[src/rtl/mdu_ctrl.sv]
// rtl/mdu_ctrl.sv - RV32M iterative multiply/divide sequencer (shift-add multiplier, restoring divider).
// Optional macro MDU_FAST_MUL_EN: single-cycle multiplies via the IDLE->DONE fast path.
module mdu_ctrl #(
    parameter int XLEN = 32
) (
    input  logic            clk_i,
    input  logic            rst_i,
    input  logic            valid_i,
    input  logic [7:0]      mdu_info_i,
    input  logic [XLEN-1:0] rs1_data_i,
    input  logic [XLEN-1:0] rs2_data_i,
    input  logic            flush_i,
    output logic            ready_o,
    output logic            stall_o,
    output logic            valid_o,
    output logic [XLEN-1:0] result_o
);
    typedef enum logic [1:0] {S_IDLE, S_CALC, S_DONE} state_t;

    state_t      r_state;
    logic        r_mul, r_mul_lo, r_quot, r_neg, r_rem_neg;
    logic [31:0] r_a, r_b, r_prem, r_result;
    logic [63:0] r_acc;
    logic [5:0]  r_cnt;

    logic        w_accept, w_is_mul, w_a_signed, w_b_signed, w_sa, w_sb;
    logic        w_div_zero, w_ovf, w_fast, w_div_ok;
    logic [31:0] w_abs_a, w_abs_b, w_fast_result, w_calc_result, w_quo_next, w_prem_next;
    logic [32:0] w_mul_sum, w_div_shift;
    logic [63:0] w_mul_next, w_prod;

    assign w_accept   = valid_i & (r_state == S_IDLE) & ~flush_i & (|mdu_info_i);
    assign w_is_mul   = |mdu_info_i[7:4];
    assign w_a_signed = mdu_info_i[7] | mdu_info_i[6] | mdu_info_i[5] | mdu_info_i[3] | mdu_info_i[1];
    assign w_b_signed = mdu_info_i[7] | mdu_info_i[6] | mdu_info_i[3] | mdu_info_i[1];
    assign w_sa       = w_a_signed & rs1_data_i[31];
    assign w_sb       = w_b_signed & rs2_data_i[31];
    assign w_abs_a    = w_sa ? -rs1_data_i : rs1_data_i;
    assign w_abs_b    = w_sb ? -rs2_data_i : rs2_data_i;
    assign w_div_zero = ~w_is_mul & (rs2_data_i == 32'd0);
    assign w_ovf      = (mdu_info_i[3] | mdu_info_i[1]) & (rs1_data_i == 32'h8000_0000)
                      & (rs2_data_i == 32'hFFFF_FFFF);

`ifdef MDU_FAST_MUL_EN
    logic signed [63:0] w_sa64, w_sb64;
    logic [63:0]        w_fast_prod;
    assign w_sa64      = {{32{w_sa}}, rs1_data_i};
    assign w_sb64      = {{32{w_sb}}, rs2_data_i};
    assign w_fast_prod = w_sa64 * w_sb64;
    assign w_fast      = w_div_zero | w_ovf | w_is_mul;
`else
    assign w_fast      = w_div_zero | w_ovf;
`endif

    always_comb begin
        w_fast_result = '0;
        if (w_div_zero)
            w_fast_result = (mdu_info_i[3] | mdu_info_i[2]) ? 32'hFFFF_FFFF : rs1_data_i;
        else if (w_ovf)
            w_fast_result = mdu_info_i[3] ? 32'h8000_0000 : 32'd0;
`ifdef MDU_FAST_MUL_EN
        else if (mdu_info_i[7])
            w_fast_result = w_fast_prod[31:0];
        else if (w_is_mul)
            w_fast_result = w_fast_prod[63:32];
`endif
    end

    // Multiplier sits in r_acc[31:0] and shifts out LSB-first as the product fills the top.
    assign w_mul_sum  = {1'b0, r_acc[63:32]} + (r_acc[0] ? {1'b0, r_a} : 33'd0);
    assign w_mul_next = {w_mul_sum, r_acc[31:1]};
    assign w_prod     = r_neg ? -w_mul_next : w_mul_next;

    // Dividend sits in r_acc[31:0]; quotient bits replace it from the LSB end.
    assign w_div_shift = {r_prem, r_acc[31]};
    assign w_div_ok    = (w_div_shift >= {1'b0, r_b});
    assign w_prem_next = w_div_ok ? (w_div_shift[31:0] - r_b) : w_div_shift[31:0];
    assign w_quo_next  = {r_acc[30:0], w_div_ok};

    always_comb begin
        w_calc_result = '0;
        if (r_mul)
            w_calc_result = r_mul_lo ? w_prod[31:0] : w_prod[63:32];
        else if (r_quot)
            w_calc_result = r_neg ? -w_quo_next : w_quo_next;
        else
            w_calc_result = r_rem_neg ? -w_prem_next : w_prem_next;
    end

    always_ff @(posedge clk_i) begin
        if (rst_i) begin
            r_state   <= S_IDLE;
            r_mul     <= 1'b0;
            r_mul_lo  <= 1'b0;
            r_quot    <= 1'b0;
            r_neg     <= 1'b0;
            r_rem_neg <= 1'b0;
            r_a       <= '0;
            r_b       <= '0;
            r_prem    <= '0;
            r_acc     <= '0;
            r_cnt     <= '0;
            r_result  <= '0;
        end else begin
            case (r_state)
                S_IDLE: if (w_accept) begin
                    r_mul     <= w_is_mul;
                    r_mul_lo  <= mdu_info_i[7];
                    r_quot    <= mdu_info_i[3] | mdu_info_i[2];
                    r_neg     <= w_sa ^ w_sb;
                    r_rem_neg <= w_sa;
                    r_a       <= w_abs_a;
                    r_b       <= w_abs_b;
                    r_prem    <= '0;
                    r_acc     <= {32'd0, w_is_mul ? w_abs_b : w_abs_a};
                    r_cnt     <= '0;
                    if (w_fast) begin
                        r_result <= w_fast_result;
                        r_state  <= S_DONE;
                    end else begin
                        r_state  <= S_CALC;
                    end
                end
                S_CALC: if (flush_i) begin
                    r_state <= S_IDLE;
                end else begin
                    if (r_mul) begin
                        r_acc <= w_mul_next;
                    end else begin
                        r_acc[31:0] <= w_quo_next;
                        r_prem      <= w_prem_next;
                    end
                    if (r_cnt == 6'd31) begin
                        r_result <= w_calc_result;
                        r_state  <= S_DONE;
                    end else begin
                        r_cnt <= r_cnt + 6'd1;
                    end
                end
                default: r_state <= S_IDLE;
            endcase
        end
    end

    assign ready_o  = (r_state == S_IDLE);
    assign stall_o  = w_accept | (r_state == S_CALC);
    assign valid_o  = (r_state == S_DONE) & ~flush_i;
    assign result_o = r_result;
endmodule
[config.mk]
export PLATFORM = sky130hd
export DESIGN_NAME = mdu_ctrl
export DESIGN_NICKNAME = d
export VERILOG_FILES = /design/src/rtl/mdu_ctrl.sv
export SDC_FILE = /design/constraint.sdc
export NUM_CORES = 1
export LEC_CHECK = 0
export ABC_CLOCK_PERIOD_IN_PS = 8800
export CAP_MARGIN = 15
export CORE_MARGIN = 2
export CORE_UTILIZATION = 30
export CTS_BUF_LIST = sky130_fd_sc_hd__clkbuf_2 sky130_fd_sc_hd__clkbuf_4 sky130_fd_sc_hd__clkbuf_8
export CTS_CLUSTER_SIZE = 14
export DETAILED_ROUTE_END_ITERATION = 10
export PLACE_DENSITY = 0.51
export SLEW_MARGIN = 20
export SYNTH_ARGS = -nofsm -noshare
export SYNTH_HDL_FRONTEND = slang
export SYNTH_SLANG_ARGS = --single-unit
export TNS_END_PERCENT = 100
[constraint.sdc]
create_clock -name clk_i -period 8.8 [get_ports clk_i]
set_input_delay 1.32 -clock clk_i [delete_from_list [all_inputs] [get_ports clk_i]]
set_output_delay 1.32 -clock clk_i [all_outputs]
set_load 0.05 [all_outputs]
==> impl_metrics.ini <==
[layout]
fin_util = 0.349
nNetsFinal = 2613
drive_gt1_frac = 0.0597
syn_to_final_growth_pct = 14.9
finalNonFillerCells = 3261
fin_area_sq_um = 20200
mostFrequentLayoutCells = 320 x nor2_1, 263 x nand2_1, 203 x dfxtp_1, 170 x a21oi_1, 160 x o21ai_0
layout_commonest_cell = nor2_1

[hold_path]
hold_class = reg2reg

[placed_design]
placed_area_sq_um = 19200
numPortBuffers = 110
dpl_worst_slack_ps = 2950
dpl.hpwl_mm = 58.5
place_congestion = 0.939
placed_cells = 3183

[setup_path]
cp_top_family = compound AO/OA/AOI/OAI gates
critPathCaptureType = flop
worstPathArrival_ps = 6470
start_kind = flop
cpMostUsedCell = inv_1
worst-path-buf-inv = 5
crit_path_cell_trace = inv_1 > ha_1 > nor2b_1 > o2111ai_1 > a2111oi_0 > nor3_1 > o21ai_4 > inv_1 > buf_4 > nand2_1 > nand2_1 > inv_1 > ha_1 > nand2_1 > inv_1 > o2111ai_1 > o31ai_1 > nand3_1 > nor4_1 > mux2i_1 > nand3_1 > a211oi_1
critPathRequiredTime_ps = 9320
max_stage_delay_ps = 700
cp_slowest_cell = a2111oi_0
r2r_setup_slack_ps = 2850
crit_type = reg2reg
critPathMaxFanout = 38

[cts]
clk_pin_slew_ps = 60
htree_num_levels = 2
clkSinkCount = 205
post_cts_buffers = 0
clockBufferDepth = 3
cts_buffers = 44
cts_tree = built
cts.repair.resized = 0
clk_latency_ps = 650
cts-root-buf = clkbuf_8
cts_hold_buf = 0

[global_route]
grt_pass1_wl_mm = 114
grt_max_degree = 91
antenna_found_initial = 2
grt_pass1_vias = 17440
grt-ovfl-total = 0
grt_use_total = 0.247

[drt]
drt-total-wl_mm = 76.6
drc_errors = 0
vias = 19059
viasPerCell = 5.84
wl_per_cell_um = 23.5
first_iter_violations = 1973
ant_nets = 0
firstDrtPassIters = 6

[power_and_ir_drop]
p_per_area_nw_per_um2 = 153
peakVddDrop_v = 0.0000896
power_leakage_nw = 7.35
total_power_mw = 3.10

[timing]
hold_slack_ps = 463
clock_skew_ps = 54.7
slew_violations = 0
min_period_ps = 5950
timing.final.ws_setup_ps = 2850
relSlewSlack = 0.256
finalCritPeriodShare = 0.676
hold_viol_final = 0
worst_slew_pin_slew_ps = 1110
rsz0062_at_grt = no
setup_viol = 0
fmax_mhz = 168
fin_setup_tns_ps = 0

[floorplan]
core_sq_um = 57900
start_util = 0.304
die_w_um = 246
ios = 111
die_y_um = 246
rows = 88
die_area_sq_um = 60700

[synth]
yosysWarnings = 0
synth.net_count = 2614
yosysUniqueCellTypes = 81
synth_largest_area_cell = dfxtp_1
syn_inst = 2465
avgSynthCellArea_sq_um = 7.14
yosys_most_used_dff = dfxtp_1
synth_edf_count = 0
syn_area_sq_um = 17600
synth_seq_cells = 205
seq_area_frac_synth = 0.233
ys_async_sr_fraction = 0
netlist.area_leader.share = 0.233
synth_area_leaders = dfxtp_1 23%, nor2_1 6.8%, nand2_1 5.6%

[job]
maxCapViolations = 0

[run_status]
outcome = finished clean
## worst paths after layout
| check | from | end | cells past startpoint |
|---|---|---|---|
| setup / recovery | r_acc[31] | result_o[28] | 22 |
| hold / removal | r_b[0] | r_b[0] | 2 |
| setup reg to reg | r_acc[31] | result_o[28] | 22 |
| hold reg to reg | r_b[0] | r_b[0] | 2 |
## worst reg2reg max path, cell delays in order, from the launching register on
cell       delay (ps)
dfxtp_1           470
inv_1             130
ha_1              230
nor2b_1           190
o2111ai_1         270
a2111oi_0         700
nor3_1            250
o21ai_4           600
inv_1              90
buf_4             290
nand2_1           140
nand2_1            90
inv_1              70
ha_1              250
nand2_1            80
inv_1              70
o2111ai_1         120
o31ai_1           470
nand3_1           350
nor4_1            450
mux2i_1           220
nand3_1            80
a211oi_1          210
## where the power goes
group          internal, mW  leakage (nW)  switching (mW)  total (mW)
registers             0.977          1.67          0.0724        1.05
clock network         0.686         0.523           0.497        1.18
logic                 0.292          5.16           0.578       0.870
## per-layer routing
metal,track usage,up-vias,wire length (um)
met3,0.0417,119,6130
li1,-,8993,-
met5,0,-,0
met4,0.0985,0,3000
met1,0.355,9115,35100
met2,0.362,832,32300
## cells in the mapped netlist, drive strengths merged (10+ instances only)
cell	number
xor2	100
and3	14
buf	24
o41ai	19
inv	68
o31ai	43
nand2	263
xnor2	109
and2	50
a22oi	51
nand4	34
nor2b	10
o211ai	34
a21o	15
dfxtp	205
nor3	91
a311oi	34
nor4	27
nor2	321
o21a	13
mux2i	49
ha	71
or4	21
a21oi	172
o21ai	165
o2111ai	16
clkbuf	161
or3	23
a211oi	92
a31oi	19
nand3	31
## logic make-up after synthesis
| family | synth area share |
|---|---|
| AO/OA/AOI/OAI | 0.282 |
| XOR/XNOR | 0.104 |
| adder cells (fa/ha/maj) | 0.0527 |
| buffers and inverters | 0.0553 |
| flip-flops | 0.233 |
| multiplexers | 0.0304 |
| AND/OR/NAND/NOR | 0.243 |
## registers in the layout, summed over array words and instances, names as in the netlist
signal     cells
r_state        2
r_mul          1
r_cnt          6
r_quot         1
r_neg          1
r_rem_neg      1
r_b           32
r_acc         64
r_a           32
r_prem        32
r_mul_lo       1
result_o      32
## layout make-up
class	instances	area, sq um
inverters	69	259
clock buffers	71	915
flip-flops and latches	205	4110
repair buffers	138	1310
multi-input cells	2006	12600
clock inverters	6	67.6
diodes	1	2.50
fillers	6294	37700
well taps	765	957
(Power assumes the default switching activity.)
